===== config.mk =====
export PLATFORM = sky130hd
export DESIGN_NAME = ef_adc_avg_win
export DESIGN_NICKNAME = d
export VERILOG_FILES = /design/src/rtl/ef_adc_pp_pkg.sv /design/src/rtl/ef_adc_win_cmp.sv /design/src/rtl/ef_adc_avg_win.sv
export SDC_FILE = /design/constraint.sdc
export NUM_CORES = 1
export LEC_CHECK = 0
export CELL_PAD_IN_SITES_DETAIL_PLACEMENT = 0
export CELL_PAD_IN_SITES_GLOBAL_PLACEMENT = 2
export CORE_MARGIN = 1
export CORE_UTILIZATION = 37
export DETAILED_ROUTE_END_ITERATION = 6
export DONT_BUFFER_PORTS = 1
export HOLD_SLACK_MARGIN = 0.1
export PLACE_DENSITY = 0.84
export SKIP_CTS_REPAIR_TIMING = 1
export SLEW_MARGIN = 20
export SYNTH_ARGS = -nofsm -noshare
export SYNTH_HDL_FRONTEND = slang
export SYNTH_HIERARCHICAL = 1
export SYNTH_SLANG_ARGS = --single-unit

===== constraint.sdc =====
create_clock -name HCLK -period 4.16 [get_ports HCLK]
set_input_delay 0.832 -clock HCLK [delete_from_list [all_inputs] [get_ports HCLK]]
set_output_delay 0.832 -clock HCLK [all_outputs]
set_load 0.005 [all_outputs]

===== src/rtl/ef_adc_pp_pkg.sv =====
// Shared defaults and types for the ADC post-processing averager.
package ef_adc_pp_pkg;

  localparam int unsigned ADC_DW      = 10;
  localparam int unsigned ADC_CHW     = 3;
  localparam int unsigned ADC_MAXLOG2 = 4;

  typedef enum logic {
    EMPTY = 1'b0,
    FULL  = 1'b1
  } out_state_e;

endpackage


===== src/rtl/ef_adc_win_cmp.sv =====
// Window comparator: flags a result outside [lo, hi] as a one-cycle registered pulse.
module ef_adc_win_cmp #(
  parameter int unsigned DW = ef_adc_pp_pkg::ADC_DW
) (
  input  logic          clk,
  input  logic          rst_n,
  input  logic          load,
  input  logic [DW-1:0] res,
  input  logic [DW-1:0] lo,
  input  logic [DW-1:0] hi,
  output logic          win_irq
);

  logic out_c;

  // An inverted window (lo > hi) makes every value fall outside.
  assign out_c = (res < lo) || (res > hi);

  always_ff @(posedge clk or negedge rst_n) begin
    if (!rst_n) begin
      win_irq <= 1'b0;
    end else begin
      win_irq <= load && out_c;
    end
  end

endmodule


===== src/rtl/ef_adc_avg_win.sv =====
// Per-channel power-of-two sample averager with a one-deep result register and window alarm.
module ef_adc_avg_win #(
  parameter int unsigned DW      = ef_adc_pp_pkg::ADC_DW,
  parameter int unsigned CHW     = ef_adc_pp_pkg::ADC_CHW,
  parameter int unsigned MAXLOG2 = ef_adc_pp_pkg::ADC_MAXLOG2
) (
  input  logic           HCLK,
  input  logic           HRESETn,
  input  logic           en,
  input  logic           clr,
  input  logic [2:0]     avg_log2,
  input  logic           s_valid,
  output logic           s_ready,
  input  logic [CHW-1:0] s_ch,
  input  logic [DW-1:0]  s_data,
  output logic           m_valid,
  input  logic           m_ready,
  output logic [CHW-1:0] m_ch,
  output logic [DW-1:0]  m_data,
  input  logic [DW-1:0]  win_lo,
  input  logic [DW-1:0]  win_hi,
  output logic           win_irq
);
  import ef_adc_pp_pkg::*;

  localparam int unsigned NCH = 2 ** CHW;
  localparam int unsigned AW  = DW + MAXLOG2;
  localparam int unsigned CW  = MAXLOG2 + 1;

  logic [AW-1:0] acc [NCH];
  logic [CW-1:0] cnt [NCH];

  out_state_e    state;
  logic          run;
  logic          accept;
  logic          complete;
  logic [2:0]    eff_log2;
  logic [AW-1:0] sum;
  logic [CW-1:0] cnt_nxt;
  logic [CW-1:0] target;
  logic [DW-1:0] res_c;

  // run holds s_ready low through reset and the first cycle after release.
  assign m_valid  = (state == FULL);
  assign s_ready  = run && en && (!m_valid || m_ready);
  assign accept   = s_valid && s_ready;

  assign eff_log2 = (avg_log2 > 3'(MAXLOG2)) ? 3'(MAXLOG2) : avg_log2;
  assign sum      = acc[s_ch] + AW'(s_data);
  assign cnt_nxt  = cnt[s_ch] + CW'(1);
  assign target   = CW'(1) << eff_log2;
  assign res_c    = DW'(sum >> eff_log2);

  // >= rather than == so a shrinking avg_log2 still completes a channel.
  assign complete = accept && !clr && (cnt_nxt >= target);

  // Accumulator bank.
  always_ff @(posedge HCLK or negedge HRESETn) begin
    if (!HRESETn) begin
      run <= 1'b0;
      for (int i = 0; i < int'(NCH); i++) begin
        acc[i] <= '0;
        cnt[i] <= '0;
      end
    end else begin
      run <= 1'b1;
      if (clr) begin
        for (int i = 0; i < int'(NCH); i++) begin
          acc[i] <= '0;
          cnt[i] <= '0;
        end
      end else if (accept) begin
        if (complete) begin
          acc[s_ch] <= '0;
          cnt[s_ch] <= '0;
        end else begin
          acc[s_ch] <= sum;
          cnt[s_ch] <= cnt_nxt;
        end
      end
    end
  end

  // Output register FSM; a completion while FULL is only possible with m_ready high.
  always_ff @(posedge HCLK or negedge HRESETn) begin
    if (!HRESETn) begin
      state  <= EMPTY;
      m_ch   <= '0;
      m_data <= '0;
    end else begin
      case (state)
        EMPTY: begin
          if (complete) begin
            state  <= FULL;
            m_ch   <= s_ch;
            m_data <= res_c;
          end
        end
        FULL: begin
          if (complete) begin
            m_ch   <= s_ch;
            m_data <= res_c;
          end else if (m_ready) begin
            state <= EMPTY;
          end
        end
        default: state <= EMPTY;
      endcase
    end
  end

  ef_adc_win_cmp #(
    .DW(DW)
  ) u_win_cmp (
    .clk     (HCLK),
    .rst_n   (HRESETn),
    .load    (complete),
    .res     (res_c),
    .lo      (win_lo),
    .hi      (win_hi),
    .win_irq (win_irq)
  );

endmodule

# Word-level counts from Yosys, hierarchy flattened
# Cells that the tools add are included.
[classes]
eq_ne = 0
reduce_logical = 12
shift = 2
mux = 25
div = 0
order_cmp = 6
n_mul = 0
n_bitwise = 6
add_sub_neg = 2
[op_table]
columns = ["cell", "count"]
rows = [
  ["$mux W112", 3],
  ["$mux W40", 3],
  ["$and A112 B112 Y112", 1],
  ["$bwmux W112", 1],
  ["$not A112 Y112", 1],
  ["$bmux W14 S3", 1],
  ["$demux W14 S3", 1],
  ["$mux W14", 3],
  ["$and A40 B40 Y40", 1],
  ["$bwmux W40", 1],
  ["$not A40 Y40", 1],
  ["$bmux W5 S3", 1],
  ["$demux W5 S3", 1],
  ["$mux W5", 3],
  ["$add A14 B10 Y14", 1],
  ["$shr A14 B3 Y10", 1],
  ["$gt A10 B10 Y1", 1],
  ["$lt A10 B10 Y1", 1],
  ["$mux W10", 1],
  ["$logic_and A1 B1 Y1", 7],
  ["$mux W3", 2],
  ["$add A5 B1 Y5 const B", 1],
  ["$ge A5 B5 Y1", 1],
  ["$shl A1 B3 Y5 const A", 1],
  ["10 further kinds", 14],
]
[word_totals]
romBits = 0
regBits = 168
mem_count = 0
out_inout_bits = 16
latch_bits = 0
ram_bits = 0
elab_cells = 74
inputBits = 42

# Depth between registers and ports, before layout
# Gate-level depths: netlist (run 1).
[logic_depth]
depth_word = 10
ltp_mapped = 25
ltp_nobuf = 20

# Modules after synthesis
# Netlist (run 1), hierarchy kept.
[by_module_without_submodules]
columns = ["mod", "instances", "cells_each", "seq_area_each_um2", "area_per_inst_um2"]
rows = [
  ["ef_adc_avg_win", 1, 961, 4179.0, 9127.5],
  ["ef_adc_win_cmp", 1, 67, 25.0, 513.0],
]

# Worst setup path after synthesis (run 1)
# No wires, ideal clock.
[synth_timing]
path_type = "input to register"
startpoint = "input port s_ch[1]"
endpoint = "register u_win_cmp.win_irq"
path_stages = 22
required_ns = 4.022
setup_time_ns = 0.138
setup_slack_ns = -0.970
n_path_buf = 5
t_arrival_ns = 4.991
path_cell_list = "buf_4 -> buf_6 -> buf_4 -> nand2b_1 -> nor2_1 -> clkbuf_1 -> buf_2 -> a22oi_1 -> nand4_1 -> ha_1 -> nor2b_1 -> o31a_1 -> o41a_1 -> xor2_1 -> a211oi_1 -> o41ai_2 -> ha_1 -> nand4_1 -> o21bai_1 -> a21oi_1 -> a2111oi_1 -> o22ai_1"
[synth_between]
elab_chain_cells = 9
word_cells_on_any_way = 16
classes_between = "add/sub (2); order compare (3); shift (1); mux (6); bitwise (1); reduce/logical (3)"
[synth_lines]
columns = ["item", "line_no", "text"]
rows = [
  ["start: declaration", "ef_adc_avg_win.sv:14", "input logic [CHW-1:0] s_ch,"],
  ["$not A3 Y4 (not written as such) (*)", "ef_adc_avg_win.sv:49", "assign sum = acc[s_ch] + AW'(s_data);"],
  ["$bmux W14 S3 (*)", "ef_adc_avg_win.sv:49", ""],
  ["$mux W14 (not written as such) (*) (2 in series)", "ef_adc_avg_win.sv:49", ""],
  ["$add A14 B10 Y14 (*)", "ef_adc_avg_win.sv:49", ""],
  ["$shr A14 B3 Y10 (*)", "ef_adc_avg_win.sv:52", "assign res_c = DW'(sum >> eff_log2);"],
  ["via res_c[5]", "ef_adc_avg_win.sv:41", "logic [DW-1:0] res_c;"],
  ["$lt A10 B10 Y1 / $gt A10 B10 Y1 (equally long branches)", "ef_adc_win_cmp.sv:17", "assign out_c = (res < lo) || (res > hi);"],
  ["$logic_or A1 B1 Y1 (*)", "ef_adc_win_cmp.sv:17", ""],
  ["$logic_and A1 B1 Y1 (*)", "ef_adc_win_cmp.sv:23", "win_irq <= load && out_c;"],
  ["end signal: assignment", "ef_adc_win_cmp.sv:23", ""],
  ["end: declaration", "ef_adc_win_cmp.sv:11", "output logic win_irq"],
]
# Mark *: on every way through the listed nets, which the timed path passes. The rest lies on a longest branch. The select of a mux whose other input is x is not followed.
# A chain may end at the register's enable or synchronous reset.

# Worst setup path after layout (run 1)
[layout_timing]
startpoint = "input port s_ch[0]"
endpoint = "register u_win_cmp.win_irq"
# The elaborated chain is that of the path after synthesis.

==> results.py, run 1 <==
metrics = {
    "clock_network": {
        "cts_root_buf": "clkbuf_16",
        "clock_latency_ns": 0.43,
        "cts_tree": "yes",
        "clock-sinks": 168,
        "cts_buffers": 17,
        "clk_path_buf_depth": 2,
        "htree_levels": 4,
        "clk_pin_slew_ns": 0.07,
    },
    "final_layout": {
        "area_delta_synth_final_pct": 17.85,
        "drive_gt1_share_pct": 19.87,
        "layout.cells.non_filler": 1432,
        "diodes": 0,
        "final_common_cell": "dfrtp_1",
        "final_nets": 1168,
        "nFillCells": 2483,
        "mostFrequentLayoutCells": "168 x dfrtp_1, 135 x nand2_1, 132 x nor2_1",
    },
    "placement": {
        "port_buffers": 0,
        "globalplace.congestion": 0.8827,
        "hpwl_mm": 19.96,
        "dpl.cell_count": 1400,
    },
    "yosys": {
        "synth_fa_ha_area_share_pct": 4.750,
        "synth_xor_area_share_pct": 1.531,
        "synthFlopType": "dfrtp_1",
        "ys_seq_elements": 168,
        "synth_edf_count": 0,
        "synth_warnings": 6,
        "synth_top_cell_by_area": "dfrtp_1",
        "synthArstFlopShare_pct": 100.0,
        "netlist_area_um2": 9640,
        "synthTopCellsByArea": "dfrtp_1 44%, a22oi_1 5.9%, nand2_1 5.3%",
        "syn_area_per_cell_um2": 9.378,
        "synth_cell_types": 84,
        "synth.net_count": 1106,
        "synth_compound_area_share_pct": 22.91,
        "yosys.area_share.simple_pct": 17.22,
        "synthMuxAreaShare_pct": 5.204,
        "ys_seq_area_share_pct": 43.61,
        "synth_top_family_by_area": "compound AO/OA/AOI/OAI gates",
        "yosysTopAreaCellShare_pct": 43.61,
        "synthCells": 1028,
    },
    "sta": {
        "rsz0062_at_grt": "yes",
        "tightest_slew_ns": 1.061,
        "finalHoldViolations": 0,
        "hold_ws_ns": 0.1207,
        "fin_skew_ns": 0.01223,
        "drv_slew": 0,
        "finalCritPeriodShare_pct": 105.5,
        "fmax_ghz": 0.2278,
        "setup_viol": 1,
        "fin_crit_ns": 4.391,
        "slew_headroom_pct": 29.10,
        "fin_ws_ns": -0.2307,
    },
    "worst_setup_path": {
        "cp_slowest_cell": "mux4_2",
        "crit_end": "u_win_cmp/win_irq$_DFF_PN0_",
        "rr_startpoint": "acc[84]$_DFFE_PN0P_",
        "timing.rr.end": "u_win_cmp/win_irq$_DFF_PN0_",
        "path_buf_inv": 1,
        "worstPathCellList": "mux4_2 -> nor2_1 -> a31oi_1 -> a221o_1 -> ha_2 -> inv_2 -> fa_2 -> nor2b_4 -> o31a_1 -> o21a_1 -> or3_4 -> a211oi_1 -> o41ai_2 -> ha_1 -> a31oi_1 -> nor3_1 -> a2111oi_1 -> o22ai_1",
        "ff2ff_path_depth": 18,
        "slowest_delay_ns": 0.47,
        "crit_family": "compound AO/OA/AOI/OAI gates",
        "cp_max_fo": 37,
        "startpoint": "s_ch[0]",
        "rrSetupSlack_ns": -0.18,
        "worstSetupPathType": "in -> reg",
        "arrival_ns": 4.69,
        "critPathMostFrequentCell": "a31oi_1",
        "path_depth": 18,
        "cp-start-kind": "primary input",
        "endpoint_kind": "flip-flop",
        "required_ns": 4.46,
    },
    "status": {
        "status": "finished with violations",
        "violations": "setup timing",
    },
    "power": {
        "peakVddDrop_mv": 0.2576,
        "power_leakage_nw": 4.965,
        "p_per_area_nw_per_um2": 342.1,
        "p_total_mw": 3.886,
    },
    "routing": {
        "drtAntennaViolNets": 0,
        "drc": 0,
        "postRouteWirelength_mm": 29.94,
        "drt-pass1-iter-count": 5,
        "drt_iter0_drc": 810,
        "wl_per_cell_um": 20.91,
        "viasPerCell": 5.820,
        "via_count": 8334,
    },
    "floorplan": {
        "die_w_um": 163.4,
        "io_pins": 58,
        "die_area_um2": 26700,
        "chipHeight_um": 163.4,
        "core_um2": 25400,
        "num_rows": 58,
        "start_util_pct": 37.96,
    },
    "global_routing": {
        "grt_pass1_vias": 8176,
        "grt_start_max_net_pins": 169,
        "grt_pass1_wl_mm": 46.93,
        "gr-total-overflow": 0,
        "grt_util_all_layers_pct": 23.09,
        "grt_antenna_before_repair": 0,
    },
    "job": {
        "maxCapViolations": 0,
    },
    "worst_hold_path": {
        "hp-class": "in -> async",
    },
}
## worst min path at each step
stage                   startpoint              endpoint  slack [ns]
6_report                   HRESETn   cnt[26]$_DFFE_PN0P_        0.12
3_3_place_gp   cnt[13]$_DFFE_PN0P_   cnt[13]$_DFFE_PN0P_        0.46
3_5_place_dp   cnt[30]$_DFFE_PN0P_   cnt[30]$_DFFE_PN0P_        0.47
2_1_floorplan  cnt[10]$_DFFE_PN0P_   cnt[10]$_DFFE_PN0P_        0.44
4_1_cts                    HRESETn   cnt[29]$_DFFE_PN0P_        0.09
5_1_grt                    HRESETn  acc[110]$_DFFE_PN0P_        0.10
## per-stage QoR
| step | TNS [ns] | utilization (%) | setup WS, ns | area [µm²] |
|---|---|---|---|---|
| 5_1_grt | -0.4398 | 44.73 | -0.4398 | 11360 |
| 6_report | -0.2307 | 44.73 | -0.2307 | 11360 |
| 3_5_place_dp | -0.7062 | 42.36 | -0.6869 | 10760 |
| 4_1_cts | -0.2489 | 44.63 | -0.2489 | 11340 |
| 2_1_floorplan | -0.9677 | - | -0.8520 | 9707 |
| 3_3_place_gp | -0.6488 | 42.36 | -0.6488 | 10760 |
## sequential cells by signal, indices dropped and copies added (netlist names)
name / cells
acc: 112
cnt: 40
m_ch: 3
m_data: 10
m_valid: 1
run: 1
u_win_cmp/win_irq: 1
## report_power, final
group / total, mW / switching [mW] / internal [mW]
combinational: 0.556 / 0.300 / 0.255
clock: 1.60 / 0.704 / 0.893
sequential: 1.73 / 0.0417 / 1.69
total: 3.89 / 1.05 / 2.84
## kinds of logic after synthesis
family | after synthesis
fa+ha+maj | 36
buf+inv | 105
other cells | 1
xor+xnor | 13
mux | 33
simple gates | 367
flops | 168
compound gates | 305
## layer usage
layer  part of all wire (%)  track usage [%]  up-vias
li1                       -                -     3899
met1                     45            31.83     4097
met2                     47            37.08      303
met3                    6.8            3.987       35
met4                    1.6            6.415        0
met5                      0                0        -
## cells in the mapped netlist, types with 7 or more instances
cell,count
nand2_1,135
o21ai_0,16
dfrtp_1,168
a21oi_1,59
a211oi_1,10
nand3b_1,9
ha_1,35
inv_1,27
a22oi_1,76
clkbuf_1,46
nor2_1,133
o21ai_1,21
mux2_2,14
and3_1,7
a32oi_1,51
buf_2,20
nand3_1,22
o21ai_2,8
nand4_1,15
mux4_2,11
nor3_1,10
## worst register-to-register path: stages (launching register included)
cell and delay [ns]:
dfrtp_1 0.40, mux4_2 0.45, nor2_1 0.09, a31oi_1 0.05, a221o_1 0.29, ha_2 0.21
inv_2 0.06, fa_2 0.24, nor2b_4 0.05, o31a_1 0.31, o21a_1 0.19, or3_4 0.36
a211oi_1 0.35, o41ai_2 0.13, ha_1 0.32, a31oi_1 0.18, nor3_1 0.07, a2111oi_1 0.35
o22ai_1 0.12
## cell type report
class	instances	area [µm²]	area share, %
Clock inverter	12	142.6	1.256
Tap cell	330	412.9	3.634
Sequential cell	168	4204	37.00
Multi-Input combinational cell	755	5030	44.27
Clock buffer	19	432.9	3.811
Inverter	30	112.6	0.9912
Timing Repair Buffer	118	1026	9.031
No activity file was read; power rests on OpenSTA's default activity.
==> inputs of run 2 (changes only) <==
- CORE_UTILIZATION: 37 -> 38
- CTS_BUF_LIST: default -> sky130_fd_sc_hd__clkbuf_4 sky130_fd_sc_hd__clkbuf_8
- PLACE_DENSITY: 0.84 -> 0.82
==> run 2 against run 1 <==
Compared with the run above: the flow still finishes with violations (setup timing); global-route usage grew 0.54 points; first-iteration DRC count is 6.0% lower; sequential power barely moved; final cell count down 0.42%; clock power is 28% lower; via count is 0.13% higher; sequential share of layout area rose by 0.94 points; worst setup slack got worse by 0.0067 ns; clock skew up 0.010 ns; wire length is 1.0% lower; utilization is 0.30 points higher; largest cell class unchanged; largest power group unchanged; highest routed layer unchanged.
==> results.py, run 2 (synthesized netlist as in run 1, its figures left out) <==
metrics = {
    "power": {
        "p_sw_mw": 1.040,
        "power_frac_seq_pct": 50.3,
        "netSwitchingFraction_pct": 30.27,
        "p_int_mw": 2.396,
        "peakVddDrop_mv": 0.1659,
        "comb_power_share_pct": 15.8,
        "pwr-share-clk_pct": 33.9,
        "p_per_area_nw_per_um2": 310.2,
        "power_leakage_nw": 4.870,
    },
    "status": {
        "status": "finished with violations",
        "violations": "setup timing",
    },
    "floorplan": {
        "num_rows": 57,
        "chipHeight_um": 161.3,
        "die_w_um": 161.3,
        "start_util_pct": 39.18,
        "die_area_um2": 26010,
        "io_pins": 58,
        "core_um2": 24600,
    },
    "sta": {
        "tightest_slew_ns": 1.127,
        "finalHoldViolations": 0,
        "slew_headroom_pct": 24.69,
        "finalCritPeriodShare_pct": 105.7,
        "drv_slew": 0,
        "fin_ws_ns": -0.2373,
        "rsz0062_at_grt": "yes",
        "fin_skew_ns": 0.02245,
        "fin_crit_ns": 4.397,
        "setup_viol": 1,
        "fmax_ghz": 0.2274,
    },
    "worst_setup_path": {
        "slowest_delay_ns": 0.48,
        "critPathMostFrequentCell": "a31oi_1",
        "cp_slowest_cell": "mux4_2",
        "rrSetupSlack_ns": -0.22,
        "endpoint_kind": "flip-flop",
        "startpoint": "s_ch[0]",
        "cp-start-kind": "primary input",
        "worstPathCellList": "mux4_2 -> nor2_1 -> a31oi_1 -> a221o_1 -> ha_2 -> inv_2 -> fa_2 -> nor2b_4 -> o31a_1 -> o21a_1 -> or3_4 -> a211oi_1 -> o41ai_2 -> ha_1 -> a31oi_1 -> nor3_1 -> a2111oi_1 -> o22ai_1",
        "ff2ff_path_depth": 18,
        "crit_family": "compound AO/OA/AOI/OAI gates",
        "rr_startpoint": "acc[56]$_DFFE_PN0P_",
        "path_buf_inv": 1,
        "required_ns": 4.51,
        "timing.rr.end": "u_win_cmp/win_irq$_DFF_PN0_",
        "worstSetupPathType": "in -> reg",
        "arrival_ns": 4.75,
        "cp_max_fo": 37,
    },
    "final_layout": {
        "final_common_cell": "dfrtp_1",
        "layout.cells.non_filler": 1426,
        "largestRegisters": "acc: 112 flops, cnt: 40 flops, m_data: 10 flops",
        "largest-register": "acc",
        "mostFrequentLayoutCells": "168 x dfrtp_1, 135 x nand2_1, 132 x nor2_1",
        "nFillCells": 2419,
        "drive_gt1_share_pct": 20.15,
        "area_delta_synth_final_pct": 14.93,
        "final_area_um2": 11080,
        "final_nets": 1167,
        "largest_reg_flops": 112,
        "diodes": 0,
    },
    "clock_network": {
        "clock_latency_ns": 0.48,
        "clock-sinks": 168,
        "htree_levels": 4,
        "cts_buffers": 17,
        "cts_tree": "yes",
        "clk_pin_slew_ns": 0.11,
        "clk_path_buf_depth": 2,
        "cts_root_buf": "clkbuf_8",
    },
    "worst_hold_path": {
        "hp-class": "in -> async",
    },
    "global_routing": {
        "grt_antenna_before_repair": 0,
        "grt_pass1_wl_mm": 47.48,
        "gr-total-overflow": 0,
        "grt_util_all_layers_pct": 23.63,
        "grt_start_max_net_pins": 169,
        "grt_pass1_vias": 8286,
    },
    "routing": {
        "via_count": 8345,
        "drc": 0,
        "drt-pass1-iter-count": 6,
        "postRouteWirelength_mm": 29.63,
        "drtAntennaViolNets": 0,
        "viasPerCell": 5.852,
        "drt_iter0_drc": 761,
        "wl_per_cell_um": 20.78,
    },
    "placement": {
        "port_buffers": 0,
        "hpwl_mm": 19.79,
        "dpl.cell_count": 1394,
        "placed_cell_area_um2": 10690,
        "globalplace.congestion": 0.8564,
    },
    "job": {
        "maxCapViolations": 0,
    },
}
run 2: metal layers:
| metal | vias to the layer above | share of wire, % | GRT usage [%] | routed length [µm] |
|---|---|---|---|---|
| met5 | - | 0 | 0 | 0 |
| met4 | 0 | 2.4 | 7.804 | 707 |
| met3 | 56 | 6.3 | 4.263 | 1877 |
| met2 | 294 | 46 | 36.85 | 13640 |
| met1 | 4098 | 45 | 33.08 | 13410 |
| li1 | 3897 | - | - | - |
run 2: worst reg2reg max path: cells and delay by family (launching register included):
| family | cells | cell delay [ns] |
|---|---|---|
| AO/OA/AOI/OAI | 9 | 2.03 |
| adder cells (fa/ha/maj) | 3 | 0.77 |
| buffers and inverters | 1 | 0.06 |
| flip-flops | 1 | 0.39 |
| multiplexers | 1 | 0.46 |
| AND/OR/NAND/NOR | 4 | 0.56 |
run 2: worst max-delay path by stage:
stage / to / slack, ns / cells after the start
final: u_win_cmp/win_irq$_DFF_PN0_ / -0.24 / 18
after global routing: u_win_cmp/win_irq$_DFF_PN0_ / -0.51 / 19
after CTS: u_win_cmp/win_irq$_DFF_PN0_ / -0.25 / 18
after detailed placement: u_win_cmp/win_irq$_DFF_PN0_ / -0.72 / 18
after global placement: u_win_cmp/win_irq$_DFF_PN0_ / -0.75 / 21
after floorplan: u_win_cmp/win_irq$_DFF_PN0_ / -0.85 / 22
run 2: power by group through the flow:
stage | combinational [mW] | sequential (mW) | clock [mW]
after floorplan | 0.375 | 1.75 | 0
after global placement | 0.536 | 1.76 | 0
after detailed placement | 0.540 | 1.76 | 0
after CTS | 0.541 | 1.73 | 1.20
after global routing | 0.597 | 1.74 | 1.26
final | 0.543 | 1.73 | 1.16
run 2: final cells by class:
cell class,count,area [µm²],area share [%]
Inverter,30,112.6,1.016
Sequential cell,168,4204,37.94
Clock buffer,18,247.7,2.236
Clock inverter,14,131.4,1.186
Timing Repair Buffer,117,953.4,8.605
Tap cell,324,405.4,3.659
Multi-Input combinational cell,755,5025,45.35
run 2: per-stage QoR:
| stage | total power [mW] | worst slack [ns] | TNS, ns | hold WS, ns | utilization (%) |
|---|---|---|---|---|---|
| 3_3_place_gp | 2.297 | -0.7452 | -2.981 | 0.4672 | 43.45 |
| 6_report | 3.436 | -0.2373 | -0.2373 | 0.05577 | 45.03 |
| 4_1_cts | 3.471 | -0.2455 | -0.2455 | 0.01363 | 44.99 |
| 3_5_place_dp | 2.302 | -0.7158 | -2.535 | 0.4733 | 43.45 |
| 5_1_grt | 3.598 | -0.5079 | -0.5079 | 0.02348 | 45.03 |
| 2_1_floorplan | 2.127 | -0.8520 | -0.9677 | 0.4448 | - |
